--- config.mk ---
export PLATFORM = sky130hd
export DESIGN_NAME = neuron_mac_seq
export DESIGN_NICKNAME = d
export VERILOG_FILES = /design/src/rtl/nn_pkg.sv /design/src/rtl/sat_relu.sv /design/src/rtl/neuron_mac_seq.sv
export SDC_FILE = /design/constraint.sdc
export NUM_CORES = 1
export LEC_CHECK = 0
export CAP_MARGIN = 20
export CORE_MARGIN = 4
export CORE_UTILIZATION = 40
export CTS_CLUSTER_DIAMETER = 50
export DETAILED_ROUTE_END_ITERATION = 6
export DONT_BUFFER_PORTS = 1
export GPL_ROUTABILITY_DRIVEN = 0
export SKIP_CTS_REPAIR_TIMING = 1
export SLEW_MARGIN = 40
export SYNTH_ARGS = -nofsm -noshare
export SYNTH_HDL_FRONTEND = slang
export SYNTH_SLANG_ARGS = --single-unit
--- constraint.sdc ---
create_clock -name clk -period 5.4 [get_ports clk]
set_clock_uncertainty 0.1 [all_clocks]
set_input_delay 1.08 -clock clk [delete_from_list [all_inputs] [get_ports clk]]
set_output_delay 1.08 -clock clk [all_outputs]
set_load 0.02 [all_outputs]
--- src/rtl/nn_pkg.sv ---
// Shared definitions for the neuron MAC datapath.
//   - default geometry and fixed-point constants
//   - FSM state encoding used by neuron_mac_seq
//   - acc_width(): accumulator width that cannot overflow for a given
//     word width and tap count
package nn_pkg;

    localparam int N_TAPS_DEF = 28;
    localparam int ADDR_W_DEF = 5;
    localparam int DATA_W_DEF = 16;
    localparam int FRAC_DEF   = 8;

    typedef enum logic [1:0] {
        IDLE  = 2'd0,
        FETCH = 2'd1,
        FINAL = 2'd2,
        DONE  = 2'd3
    } nn_state_t;

    // Each product is 2*data_w bits; summing n_taps of them needs
    // ceil(log2(n_taps)) extra bits of headroom.
    function automatic int acc_width(input int data_w, input int n_taps);
        return 2 * data_w + $clog2(n_taps);
    endfunction

endpackage

--- src/rtl/sat_relu.sv ---
// Saturate a wide signed value to DATA_W bits, optionally followed by ReLU.
//   din  in  IN_W   : signed input, already scaled to the output's LSB weight
//   dout out DATA_W : saturated (and, with RELU_EN=1, non-negative) result
// Purely combinational. IN_W must be larger than DATA_W.
module sat_relu #(
    parameter int IN_W    = 38,
    parameter int DATA_W  = 16,
    parameter int RELU_EN = 1
) (
    input  logic [IN_W-1:0]   din,
    output logic [DATA_W-1:0] dout
);

    logic                pos_ovf;
    logic                neg_ovf;
    logic [DATA_W-1:0]   sat_val;

    // The value fits when every bit from DATA_W-1 upward matches the sign.
    assign pos_ovf = ~din[IN_W-1] &  (|din[IN_W-2:DATA_W-1]);
    assign neg_ovf =  din[IN_W-1] & ~(&din[IN_W-2:DATA_W-1]);

    always_comb begin
        sat_val = din[DATA_W-1:0];
        if (pos_ovf) begin
            sat_val = {1'b0, {(DATA_W-1){1'b1}}};
        end else if (neg_ovf) begin
            sat_val = {1'b1, {(DATA_W-1){1'b0}}};
        end
    end

    always_comb begin
        dout = sat_val;
        if ((RELU_EN != 0) && sat_val[DATA_W-1]) begin
            dout = '0;
        end
    end

endmodule

--- src/rtl/neuron_mac_seq.sv ---
// Sequential multiply-accumulate neuron: one weight*activation product per
// clock, then bias add, fixed-point rescale, saturation and optional ReLU.
//   clk     in  1      : clock, rising edge
//   rst_n   in  1      : asynchronous active-low reset
//   start   in  1      : request one evaluation (accepted only in IDLE)
//   bias    in  DATA_W : bias, captured when start is accepted
//   w_addr  out ADDR_W : weight BRAM address
//   w_en    out 1      : weight BRAM enable
//   w_we    out 1      : weight BRAM write enable (always 0)
//   w_do    in  DATA_W : weight BRAM data, valid one rising edge after address
//   x_addr  out ADDR_W : activation BRAM address (mirrors w_addr)
//   x_en    out 1      : activation BRAM enable (mirrors w_en)
//   x_do    in  DATA_W : activation BRAM data, same timing as w_do
//   busy    out 1      : evaluation in progress
//   done    out 1      : one-cycle pulse, result updated
//   result  out DATA_W : neuron output, held until the next done
module neuron_mac_seq
    import nn_pkg::*;
#(
    parameter int N_TAPS  = N_TAPS_DEF,
    parameter int ADDR_W  = ADDR_W_DEF,
    parameter int DATA_W  = DATA_W_DEF,
    parameter int FRAC    = FRAC_DEF,
    parameter int RELU_EN = 1
) (
    input  logic              clk,
    input  logic              rst_n,
    input  logic              start,
    input  logic [DATA_W-1:0] bias,
    output logic [ADDR_W-1:0] w_addr,
    output logic              w_en,
    output logic              w_we,
    input  logic [DATA_W-1:0] w_do,
    output logic [ADDR_W-1:0] x_addr,
    output logic              x_en,
    input  logic [DATA_W-1:0] x_do,
    output logic              busy,
    output logic              done,
    output logic [DATA_W-1:0] result
);

    localparam int ACC_W  = acc_width(DATA_W, N_TAPS);
    localparam int PROD_W = 2 * DATA_W;
    localparam int SUM_W  = ACC_W + 1;

    nn_state_t                 state_reg;
    logic signed [ACC_W-1:0]   acc_reg;
    logic        [DATA_W-1:0]  bias_reg;

    logic signed [PROD_W-1:0]  prod;
    logic signed [ACC_W-1:0]   prod_ext;
    logic signed [SUM_W-1:0]   acc_ext;
    logic signed [SUM_W-1:0]   bias_ext;
    logic signed [SUM_W-1:0]   sum;
    logic signed [SUM_W-1:0]   scaled;
    logic        [DATA_W-1:0]  sat_out;

    assign w_we   = 1'b0;
    assign x_addr = w_addr;
    assign x_en   = w_en;

    assign prod     = $signed(w_do) * $signed(x_do);
    assign prod_ext = {{(ACC_W-PROD_W){prod[PROD_W-1]}}, prod};

    // Bias is moved onto the product scale (2*FRAC fractional bits) before
    // the add, so the single rescale below handles both terms.
    assign acc_ext  = {acc_reg[ACC_W-1], acc_reg};
    assign bias_ext = $signed({{(SUM_W-DATA_W){bias_reg[DATA_W-1]}}, bias_reg}) <<< FRAC;
    assign sum      = acc_ext + bias_ext;
    // Arithmetic shift floors toward negative infinity.
    assign scaled   = sum >>> FRAC;

    sat_relu #(
        .IN_W    (SUM_W),
        .DATA_W  (DATA_W),
        .RELU_EN (RELU_EN)
    ) u_sat_relu (
        .din  (scaled),
        .dout (sat_out)
    );

    always_ff @(posedge clk or negedge rst_n) begin
        if (!rst_n) begin
            state_reg <= IDLE;
            w_addr    <= '0;
            w_en      <= 1'b0;
            busy      <= 1'b0;
            done      <= 1'b0;
            result    <= '0;
            acc_reg   <= '0;
            bias_reg  <= '0;
        end else begin
            done <= 1'b0;
            case (state_reg)
                IDLE: begin
                    if (start) begin
                        w_addr   <= '0;
                        w_en     <= 1'b1;
                        busy     <= 1'b1;
                        acc_reg  <= '0;
                        bias_reg <= bias;
                        // A single-tap neuron has no intermediate fetches.
                        if (N_TAPS == 1) begin
                            state_reg <= FINAL;
                        end else begin
                            state_reg <= FETCH;
                        end
                    end
                end
                FETCH: begin
                    // Data arriving now belongs to the address issued last cycle.
                    acc_reg <= acc_reg + prod_ext;
                    w_addr  <= w_addr + ADDR_W'(1);
                    if (w_addr == ADDR_W'(N_TAPS - 2)) begin
                        state_reg <= FINAL;
                    end
                end
                FINAL: begin
                    acc_reg   <= acc_reg + prod_ext;
                    w_en      <= 1'b0;
                    state_reg <= DONE;
                end
                DONE: begin
                    result    <= sat_out;
                    done      <= 1'b1;
                    busy      <= 1'b0;
                    state_reg <= IDLE;
                end
                default: begin
                    state_reg <= IDLE;
                end
            endcase
        end
    end

endmodule

==> flow_metrics.env <==
export IMPL_nNetsFinal=2297
export IMPL_grt_util_all_layers_pct=18.0
export IMPL_grt_pass1_wl_um=65200
export IMPL_cts_made_buffers=9
export IMPL_grt_overflow=0
export IMPL_r2r_slack_ns=0.07
export IMPL_worstSetupEndpointType="flop"
export IMPL_clkLatencyLatePin_ns=0.34
export IMPL_ys_ff_latch=78
export IMPL_synth_top_cell_area_share_pct=39.4
export IMPL_cts_path_max_buffers=2
export IMPL_setup_ws_ns=-0.817
export IMPL_status="complete, but fails checks"
export IMPL_hpwl_um=31600
export IMPL_grt_pass1_vias=13100
export IMPL_antenna_found_initial=2
export IMPL_ys_top_cells_by_area="fa_1, dfrtp_1, ha_1, inv_1, and2_1"
export IMPL_routed_wl_um=37600
export IMPL_synthArstFlopShare_pct=100
export IMPL_hold_violations=0
export IMPL_cp_data_required_time_ns=5.53
export IMPL_slew_headroom_pct=60.0
export IMPL_netlist_area_sq_um=16200
export IMPL_via_count=11800
export IMPL_num_rows=73
export IMPL_port_buffer_count=0
export IMPL_worst_pin_slew_ns=0.600
export IMPL_core_sq_um=39900
export IMPL_die_w_um=209
export IMPL_cp_startpoint="w_do[7]"
export IMPL_drt_initial_drc_count=543
export IMPL_gr_usage_met2_pct=34.1
export IMPL_syn_avg_cell_area_sq_um=9.49
export IMPL_synth_edff_count=0
export IMPL_grt_max_degree=79
export IMPL_met1_usage_pct=22.3
export IMPL_cts_sinks=78
export IMPL_drc=0
export IMPL_synthFlopType="dfrtp_1"
export IMPL_cts_root_buffer="clkbuf_16"
export IMPL_r2r_cells=21
export IMPL_area_growth_syn_to_layout_pct=14.7
export IMPL_clk_pin_slew_ns=0.07
export IMPL_wl_per_cell_um=16.3
export IMPL_dp_slack_ns=-1.30
export IMPL_htree_num_levels=3
export IMPL_fp_dieArea_sq_um=43800
export IMPL_drv_slew=0
export IMPL_cap_viol_max_count=0
export IMPL_critPathCapture="acc_reg[34]"
export IMPL_utilization_pct=46.6
export IMPL_tritoncts="done"
export IMPL_crit_fanout=16
export IMPL_setup_viol=23
export IMPL_vias_per_cell=5.11
export IMPL_failed_checks="negative setup slack"
export IMPL_clock_fmax_mhz=161
export IMPL_ios=82
export IMPL_finalCritPeriodShare_pct=115
export IMPL_postRouteAntennaNets=0
export IMPL_critPathArrivalTime_ns=6.35
export IMPL_die_h_um=209
export IMPL_busiest_layer="met2"
export IMPL_r2r_start="acc_reg[3]"
export IMPL_finalInstanceArea_sq_um=18600
export IMPL_drive_gt1_share_pct=15.9
export IMPL_yosysUniqueCellTypes=56
export IMPL_hold_class="in2async"
export IMPL_dr_pass1_iters=5
export IMPL_rr_endpoint="acc_reg[35]"
export IMPL_start_util_pct=40.6
export IMPL_yosys_area_top_type="fa_1"
export IMPL_largest_reg_flops=37
export IMPL_cp_start_kind="input port"
export IMPL_place_area_sq_um=17800
export IMPL_rsz0062_at_grt="yes"
export IMPL_synth_warnings=0
export IMPL_crit_type="in2reg"
export IMPL_syn_inst=1709
export IMPL_met3_usage_pct=1.79
export IMPL_min_period_ns=6.22
export IMPL_yosysSeqAreaShare_pct=12.0
cells by family (layout without fill, tap and decap cells):
kind of cell,after synthesis,after routing,synth area share [%]
mux,20,20,1.37
buf+inv,426,504,10.1
flops,78,78,12.0
other cells,1,3,0.0231
simple gates,413,413,12.2
fa+ha+maj,463,463,50.5
compound gates,247,247,10.4
xor+xnor,61,61,3.30
worst min-delay path by stage:
| stage | from | endpoint | slack, ns | depth (start not counted) |
|---|---|---|---|---|
| floorplan | acc_reg[0] | acc_reg[0] | 0.38 | 1 |
| global placement | acc_reg[0] | acc_reg[0] | 0.40 | 1 |
| detailed placement | acc_reg[0] | acc_reg[0] | 0.40 | 1 |
| CTS | rst_n | result[8] | 0.32 | 0 |
| global route | rst_n | acc_reg[3] | 0.31 | 0 |
| finish | rst_n | acc_reg[3] | 0.33 | 0 |
cells in the final DEF, fill, tap and decap left out, drive strengths merged, types with 3 or more instances in the layout:
cell       n
nor3       4
a21oi     62
a31oi      6
o21a       7
o21bai     4
mux2      18
a211oi    21
and2     113
xor2      23
fa       319
a211o      4
o221ai     5
xnor2     38
o2111ai    4
and3       7
nor2      65
nand2    168
nand4      3
a21o      29
nand2b     8
ha       144
nor2b     10
o21ai     41
clkbuf    13
buf      121
inv      368
a21boi     3
o22ai      3
o211ai     8
nor4       3
and4       3
nand3     21
a22o      36
o31ai      3
dfrtp     78
critical path, cell delays in order:
cell	delay, ns
nand2_8	0.03
fa_1	0.54
inv_2	0.04
fa_1	0.48
fa_1	0.49
inv_1	0.05
fa_1	0.47
inv_1	0.05
fa_1	0.49
inv_2	0.04
fa_1	0.52
inv_2	0.05
ha_4	0.23
o211ai_1	0.27
o21ai_1	0.12
o21ai_2	0.25
o221ai_4	0.19
nand3_1	0.15
nand2_2	0.09
o41ai_4	0.27
buf_4	0.17
xnor2_1	0.06
a22o_1	0.19
through the flow:
step | hold slack, ns | TNS [ns] | instances
CTS | 0.316 | -14.13 | 2296
floorplan | 0.380 | -16.86 | 1710
global route | 0.308 | -17.79 | 2314
detailed placement | 0.401 | -23.18 | 2280
finish | 0.328 | -13.29 | 2314
global placement | 0.397 | -22.65 | 2279
cell type report:
type,count,area [sq um]
Inverter,367,1390
Sequential cell,78,1950
Clock inverter,3,26.3
Antenna cell,1,2.50
Fill cell,3829,21300
Multi-Input combinational cell,1206,13300
Tap cell,525,657
Clock buffer,13,270
Timing Repair Buffer,121,997
Yosys cell counts (5+ instances only):
cell type	count
xnor2_1	38
a22o_1	36
mux2_2	18
nand2_1	168
nand3_1	21
a31oi_1	6
a211oi_1	20
o21a_1	7
o221ai_1	5
buf_4	8
o211ai_1	8
inv_1	367
clkbuf_1	47
nand2b_1	8
nor2b_1	10
a21o_1	29
fa_1	319
o21ai_0	41
and2_1	112
xor2_1	23
a21oi_1	62
ha_1	144
dfrtp_1	78
and3_1	7
nor2_1	65
routing by layer:
layer	vias up	wire, um
met5	-	20
met4	2	706
met3	46	941
met2	168	20600
met1	6137	15300
li1	5462	-
Power is not shown: default switching activity piles up to over one toggle a cycle in this logic, so the estimate is an artifact.
